## src/rtl/rf_writeback_arbiter.sv

```systemverilog
// Two-requester writeback arbiter in front of the single register-file write port.
// Latency: write accepted at edge E0 drives RF_Ld after E1; contention adds at most one cycle.
// Backpressure: X_Ready = !full_X || grant_X, so each side streams 1/cycle when uncontended.
module rf_writeback_arbiter #(
  parameter int unsigned DATA_W  = 32,
  parameter bit          DROP_R0 = 1'b1
) (
  input  logic              Clk,
  input  logic              Reset_n,
  input  logic              A_Valid,
  output logic              A_Ready,
  input  logic [4:0]        A_Select,
  input  logic [DATA_W-1:0] A_Data,
  input  logic              B_Valid,
  output logic              B_Ready,
  input  logic [4:0]        B_Select,
  input  logic [DATA_W-1:0] B_Data,
  output logic              RF_Ld,
  output logic [4:0]        RF_Select,
  output logic [DATA_W-1:0] RF_Data,
  output logic [31:0]       Pending_Mask,
  output logic              Busy
);

  // Relative age of the two buffers; only meaningful while both are full.
  typedef enum logic [1:0] {
    AGE_EQ    = 2'd0,
    AGE_A_OLD = 2'd1,
    AGE_B_OLD = 2'd2
  } age_t;

  logic              full_a_q, full_a_d;
  logic [4:0]        sel_a_q, sel_a_d;
  logic [DATA_W-1:0] data_a_q, data_a_d;
  logic              full_b_q, full_b_d;
  logic [4:0]        sel_b_q, sel_b_d;
  logic [DATA_W-1:0] data_b_q, data_b_d;
  age_t              age_q, age_d;
  logic              rr_q, rr_d;          // 0: A preferred on next contention, 1: B preferred
  logic              rf_ld_q, rf_ld_d;
  logic [4:0]        rf_sel_q, rf_sel_d;
  logic [DATA_W-1:0] rf_data_q, rf_data_d;

  logic grant_a, grant_b, contend_rr;
  logic load_a, load_b;

  // Grant decision from buffer state at the start of the cycle.
  always_comb begin
    grant_a    = 1'b0;
    grant_b    = 1'b0;
    contend_rr = 1'b0;
    if (full_a_q && full_b_q) begin
      if (sel_a_q == sel_b_q) begin
        // Same destination: older write first, ties go to A to keep program order.
        grant_a = (age_q != AGE_B_OLD);
      end else begin
        contend_rr = 1'b1;
        grant_a    = (rr_q == 1'b0);
      end
      grant_b = !grant_a;
    end else begin
      grant_a = full_a_q;
      grant_b = full_b_q;
    end
  end

  assign A_Ready = !full_a_q || grant_a;
  assign B_Ready = !full_b_q || grant_b;
  assign load_a  = A_Valid && A_Ready;
  assign load_b  = B_Valid && B_Ready;

  // Next buffer contents, age, round-robin pointer and write-port values.
  always_comb begin
    full_a_d  = full_a_q;
    sel_a_d   = sel_a_q;
    data_a_d  = data_a_q;
    full_b_d  = full_b_q;
    sel_b_d   = sel_b_q;
    data_b_d  = data_b_q;
    age_d     = age_q;
    rr_d      = rr_q;
    rf_ld_d   = 1'b0;
    rf_sel_d  = rf_sel_q;
    rf_data_d = rf_data_q;

    if (grant_a) full_a_d = 1'b0;
    if (grant_b) full_b_d = 1'b0;
    // A load on the issuing edge replaces the departing entry, keeping the buffer full.
    if (load_a) begin
      full_a_d = 1'b1;
      sel_a_d  = A_Select;
      data_a_d = A_Data;
    end
    if (load_b) begin
      full_b_d = 1'b1;
      sel_b_d  = B_Select;
      data_b_d = B_Data;
    end

    if (load_a && load_b)                          age_d = AGE_EQ;
    else if (load_a && full_b_q && !grant_b)       age_d = AGE_B_OLD;
    else if (load_b && full_a_q && !grant_a)       age_d = AGE_A_OLD;

    if (contend_rr) rr_d = grant_a;

    if (grant_a) begin
      rf_sel_d  = sel_a_q;
      rf_data_d = data_a_q;
      rf_ld_d   = !(DROP_R0 && (sel_a_q == 5'd0));
    end else if (grant_b) begin
      rf_sel_d  = sel_b_q;
      rf_data_d = data_b_q;
      rf_ld_d   = !(DROP_R0 && (sel_b_q == 5'd0));
    end
  end

  // State registers; reset discards any buffered writes.
  always_ff @(posedge Clk or negedge Reset_n) begin
    if (!Reset_n) begin
      full_a_q  <= 1'b0;
      sel_a_q   <= 5'd0;
      data_a_q  <= '0;
      full_b_q  <= 1'b0;
      sel_b_q   <= 5'd0;
      data_b_q  <= '0;
      age_q     <= AGE_EQ;
      rr_q      <= 1'b0;
      rf_ld_q   <= 1'b0;
      rf_sel_q  <= 5'd0;
      rf_data_q <= '0;
    end else begin
      full_a_q  <= full_a_d;
      sel_a_q   <= sel_a_d;
      data_a_q  <= data_a_d;
      full_b_q  <= full_b_d;
      sel_b_q   <= sel_b_d;
      data_b_q  <= data_b_d;
      age_q     <= age_d;
      rr_q      <= rr_d;
      rf_ld_q   <= rf_ld_d;
      rf_sel_q  <= rf_sel_d;
      rf_data_q <= rf_data_d;
    end
  end

  // Hazard scoreboard decoded purely from the buffer flops.
  always_comb begin
    Pending_Mask = 32'd0;
    if (full_a_q) Pending_Mask = Pending_Mask | (32'd1 << sel_a_q);
    if (full_b_q) Pending_Mask = Pending_Mask | (32'd1 << sel_b_q);
  end

  assign Busy      = full_a_q || full_b_q;
  assign RF_Ld     = rf_ld_q;
  assign RF_Select = rf_sel_q;
  assign RF_Data   = rf_data_q;

endmodule

```

## config.mk

```make
export PLATFORM = sky130hd
export DESIGN_NAME = rf_writeback_arbiter
export DESIGN_NICKNAME = d
export VERILOG_FILES = /design/src/rtl/rf_writeback_arbiter.sv
export SDC_FILE = /design/constraint.sdc
export NUM_CORES = 1
export LEC_CHECK = 0
export ABC_AREA = 1
export CAP_MARGIN = 20
export CORE_MARGIN = 2
export CORE_UTILIZATION = 46
export CTS_BUF_LIST = sky130_fd_sc_hd__clkbuf_2 sky130_fd_sc_hd__clkbuf_4 sky130_fd_sc_hd__clkbuf_8
export DETAILED_ROUTE_END_ITERATION = 7
export HOLD_SLACK_MARGIN = 0.05
export MAX_ROUTING_LAYER = met4
export PLACE_DENSITY = 0.84
export SKIP_CTS_REPAIR_TIMING = 1
export SLEW_MARGIN = 20
export SYNTH_ARGS = -nofsm -noshare
export SYNTH_HDL_FRONTEND = slang
export SYNTH_SLANG_ARGS = --single-unit
```

## constraint.sdc

```tcl
create_clock -name Clk -period 1.85 [get_ports Clk]
set_input_delay 0.555 -clock Clk [delete_from_list [all_inputs] [get_ports Clk]]
set_output_delay 0.555 -clock Clk [all_outputs]
set_load 0.05 [all_outputs]
```

# After elaboration in Yosys (flattened, before gate mapping)
# Cells that the tools add are included.
# word_totals
ff_bits,117
in_bits,78
output_inout_bits,73
wordCells,62
# op_classes
n_eq_ne,2
shift,2
n_mux,21
bitwise_logic,2
reduce_logical,24
# ops
cell,n
$mux 32,4
$shl 1x5->32 const A,2
$or 32x32->32,1
$mux 1,12
$logic_not 5->1,2
$mux 5,2
$logic_and 1x1->1,8
$logic_not 1->1,7
$mux 2,3
$reduce_bool 2->1,3
$eq 5x5->1,1
$logic_or 1x1->1,3
$reduce_bool 3->1,1
$ne 2x2->1 const B,1
$not 1->1,1

# Depth between registers and ports, before layout
# logic_depth
depth_word,12
depth_mapped,13
ltp_nobuf,12

# Worst setup path after synthesis
# OpenSTA, ideal clock, no wires.
# synth_timing
kind,register -> output
from,register sel_a_q[0]
to,output Pending_Mask[0]
t_arrival_ns,1.955
required_time_ns,1.295
slack_ns,-0.660
path_stages_with_launch,5
n_path_buf,1
cell_sequence,dfrtp_1 -> buf_2 -> nor2_1 -> nand3_1 -> o32ai_1
# synth_between
elab_chain_len,4
# synth_lines
item,line,rtl
"start, declared",33,"logic [4:0] sel_a_q, sel_a_d;"
"start signal, assigned",133,sel_a_q <= sel_a_d;
$shl 1x5->32 (*),149,if (full_a_q) Pending_Mask = Pending_Mask | (32'd1 << sel_a_q);
$mux 32 (*),149,
$or 32x32->32,150,if (full_b_q) Pending_Mask = Pending_Mask | (32'd1 << sel_b_q);
$mux 32 (*),150,
"end, declared",21,"output logic [31:0] Pending_Mask,"
# Every way passes the cells marked *; elsewhere a longest branch is shown, timed or not.

# Worst setup path after layout
# layout_timing
from,register sel_b_q[2]
to,output B_Ready
# layout_between
elab_chain_len,6
# layout_lines
item,line,rtl
"start, declared",36,"logic [4:0] sel_b_q, sel_b_d;"
"start signal, assigned",136,sel_b_q <= sel_b_d;
$eq 5x5->1,53,if (sel_a_q == sel_b_q) begin
$mux 1,53,
$mux 1,52,if (full_a_q && full_b_q) begin
$logic_not 1->1,60,grant_b = !grant_a;
$mux 1,52,
$logic_or 1x1->1,68,assign B_Ready = !full_b_q || grant_b;
"end, declared",15,"output logic B_Ready,"
# Every way passes these cells. The select of a mux whose other input is x is not followed.

==> impl_results.md <==
* Result of the run: complete, but fails checks
* Failing checks: negative setup slack
* Share of synthesized registers carrying an async set or reset at 1.00
* Number of library cell types mapped by synthesis at 29
* Wirelength, routed at about 21 mm
* Standard-cell rows at 40
* RSZ-0062 raised after global routing: yes
* Register area share after synthesis at 0.515
* Endpoints failing setup at 150
* Number of clock buffers inserted by TritonCTS at 17
* Clock tree from TritonCTS: done
* Top cell types by occurrence after synthesis: 298 x sky130_fd_sc_hd__nand2_1, 120 x sky130_fd_sc_hd__nand3_1, 117 x sky130_fd_sc_hd__dfrtp_1
* GRT Residual Overflow at 0
* Upper clock frequency limit at 401 MHz
* Final Max Tran Viols at 0
* Clock Path Buffers at 2
* Worst-Skew Late Latency at around 450 ps
* GR Util All Layers at 0.292
* Post-CTS clock slew at the launch and capture registers of the worst setup and hold paths at 80 ps
* Setup skew after layout at 15.5 ps
* Final GP Congestion at between 0.9 and 1
* Transition time at the pin with the least slew margin at 485 ps
* Number of cells on the worst reg-to-reg path at 13
* Biggest fanout along the worst timing path at 6
* Post-synth top area share at 0.515
* Yosys synthesis warning count at 0
* Critical path type: flop to output pin
* Total number of vias at approximately 6400
* Gate Count Post-Synth at 722
* Cell types occupying the most area after synthesis: sky130_fd_sc_hd__dfrtp_1 51%, sky130_fd_sc_hd__nand2_1 20%, sky130_fd_sc_hd__nand3_1 11%
* CP arrival at approximately 1900 ps
* H-tree depth reported by CTS at 4
* Number of global-route vias before repair at 5807
* Crit path launch type: flop
* Count of input and output buffers at 150
* Final sum of negative setup slack at -29290 ps
* Synthesized cell area at 5690 um2
* Sinks on the clock net at roughly 120
* Die height at roughly 120 um
* LEAKAGE at 4.33 nW
* Final Critical Period at 2490 ps
* Biggest area consumer among synthesized cells: sky130_fd_sc_hd__dfrtp_1
* Syn_nets at 800
* Maximum number of pins on one net before global-route repair at 38
* Remaining max-slew budget at the tightest pin at 0.677
* Endpoints failing hold at 0
* Remaining DRCs at 0
* Power after layout at 14.2 mW
* P&R area growth vs syn at 62.5%
* DPL Wire Length at about 12 mm
* Routed length per placed instance at 19.3 um
* Vias/cell at 5.81
* Wire length of the first global-routing pass at between 20 and 30 mm
* Most frequently used cell type in the post-synthesis netlist: sky130_fd_sc_hd__nand2_1
* Root buffer selected by CTS: sky130_fd_sc_hd__clkbuf_8
* Final Net Count at just under 1000
* Post-route worst setup slack at -641 ps
* First-pass iteration count of the detailed router at 7
* Initial antenna violation count at 0
* Reg2Reg Setup Slack at -210 ps
* Die extent in x at between 100 and 150 um
* Critical path required time at 1290 ps
* Starting density of the core at 0.472
* Kind of end point of the critical path: output pin
* Number of ports placed on the die boundary at 151
* Proportion of layout cells with a drive suffix above 1 at 0.319
* Number of flops mapped to enable cells by yosys at 0
* Area of the die at between 10000 and 15000 um2
* Max-capacitance violation count at 0
* Portion of the clock cycle consumed by the worst path in the final layout at 1.35
* Final antenna diode count at 0
* Number of DRC violations after detailed-routing iteration 0 at 975
* Destination of the worst register-to-register timing path: data_a_q[24]
* Most frequently used flop master after synthesis: sky130_fd_sc_hd__dfrtp_1
* IR drop worst, VDD at about 0.90 mV
* Type of the tightest min-delay check: input port to asynchronous set/reset pin
* Average cell area after synthesis at just under 8 um2
* Cell area power density at about 1500 nW/um2
* Core outline area at between 10000 and 15000 um2
* Launch instance of the worst register-to-register path: sel_b_q[2]
* Number of nets with antenna violations after routing at 0
* Number of synthesized register bits at 117
[where the power goes]
group | total [mW] | switching, mW | internal (mW) | leakage, nW
sequential | 4.15 | 0.682 | 3.47 | 1.43
combinational | 7.56 | 4.82 | 2.73 | 2.69
clock | 2.52 | 1.16 | 1.36 | 0.211
[logic make-up after synthesis]
| group | count (synthesis) | synth area share |
|---|---|---|
| DFF | 117 | 0.515 |
| buffers and inverters | 72 | 0.0667 |
| AOI/OAI and AO/OA | 37 | 0.0343 |
| and+or+nand+nor | 495 | 0.383 |
| xor gates and xnor gates | 1 | 0.00154 |
[layer usage]
layer / GRT usage / part of all wire / up-vias / routed length [um]
li1: - / - / 2775 / -
met1: 0.373 / 0.36 / 3008 / 7630
met2: 0.460 / 0.49 / 479 / 10400
met4: 0.0843 / 0.040 / 0 / 846
met3: 0.0770 / 0.11 / 109 / 2280
met5: - / 0 / - / 0
[state kept, by name, indices dropped and copies added, names as in the netlist]
| signal | count |
|---|---|
| RF_Data | 32 |
| data_a_q | 32 |
| data_b_q | 32 |
| RF_Select | 5 |
| sel_a_q | 5 |
| sel_b_q | 5 |
| age_q | 2 |
| RF_Ld | 1 |
| full_a_q | 1 |
| full_b_q | 1 |
| rr_q | 1 |
[final cells by class]
cell class / count / area [um2]
clock buffer: 18 / 241
sequential: 117 / 2940
inverter: 21 / 87.6
timing repair buffer: 222 / 2530
tap: 168 / 210
clock inverter: 14 / 178
multi-input combinational: 536 / 3050
fill: 727 / 2820
[per-stage QoR]
| step | instance area [um2] | setup WS [ps] | utilization | std cells | hold WS, ps |
|---|---|---|---|---|---|
| after detailed placement | 8280 | -168 | 0.687 | 1049 | 460 |
| after global placement | 8280 | -191 | 0.687 | 1049 | 454 |
| after floorplan | 6110 | -162 | - | 722 | 259 |
| final | 9240 | -641 | 0.766 | 1096 | 58.2 |
| after global routing | 9240 | -700 | 0.766 | 1096 | 64.6 |
| after CTS | 8700 | -638 | 0.722 | 1081 | 62.5 |
[worst max-delay path, stage by stage, from the launching register on]
cell                      delay, ps
sky130_fd_sc_hd__dfrtp_2        430
sky130_fd_sc_hd__inv_2          120
sky130_fd_sc_hd__nand2_1        110
sky130_fd_sc_hd__nand2_1        100
sky130_fd_sc_hd__nor2_4         200
sky130_fd_sc_hd__nand3_4        110
sky130_fd_sc_hd__nand2_4        110
sky130_fd_sc_hd__nand3_4        120
sky130_fd_sc_hd__buf_6          190
[worst max-delay path by stage]
stage | start | to | slack [ps]
detailed placement | sel_b_q[0] | Pending_Mask[21] | -170
finish | sel_b_q[2] | B_Ready | -640
CTS | sel_b_q[0] | Pending_Mask[21] | -640
floorplan | sel_a_q[0] | Pending_Mask[16] | -160
global placement | sel_b_q[1] | Pending_Mask[30] | -190
global route | sel_b_q[1] | A_Ready | -700
[layout by cell type, fill, tap and decap left out, types with 11 or more instances in the layout]
master / n
sky130_fd_sc_hd__buf_12: 51
sky130_fd_sc_hd__buf_4: 88
sky130_fd_sc_hd__clkbuf_8: 17
sky130_fd_sc_hd__clkdlybuf4s50_1: 74
sky130_fd_sc_hd__dfrtp_1: 106
sky130_fd_sc_hd__dfrtp_2: 11
sky130_fd_sc_hd__inv_1: 12
sky130_fd_sc_hd__nand2_1: 273
sky130_fd_sc_hd__nand2_2: 24
sky130_fd_sc_hd__nand3_1: 116
sky130_fd_sc_hd__nand4_1: 35
sky130_fd_sc_hd__o21ai_4: 27
No activity file was read; power rests on OpenSTA's default activity.
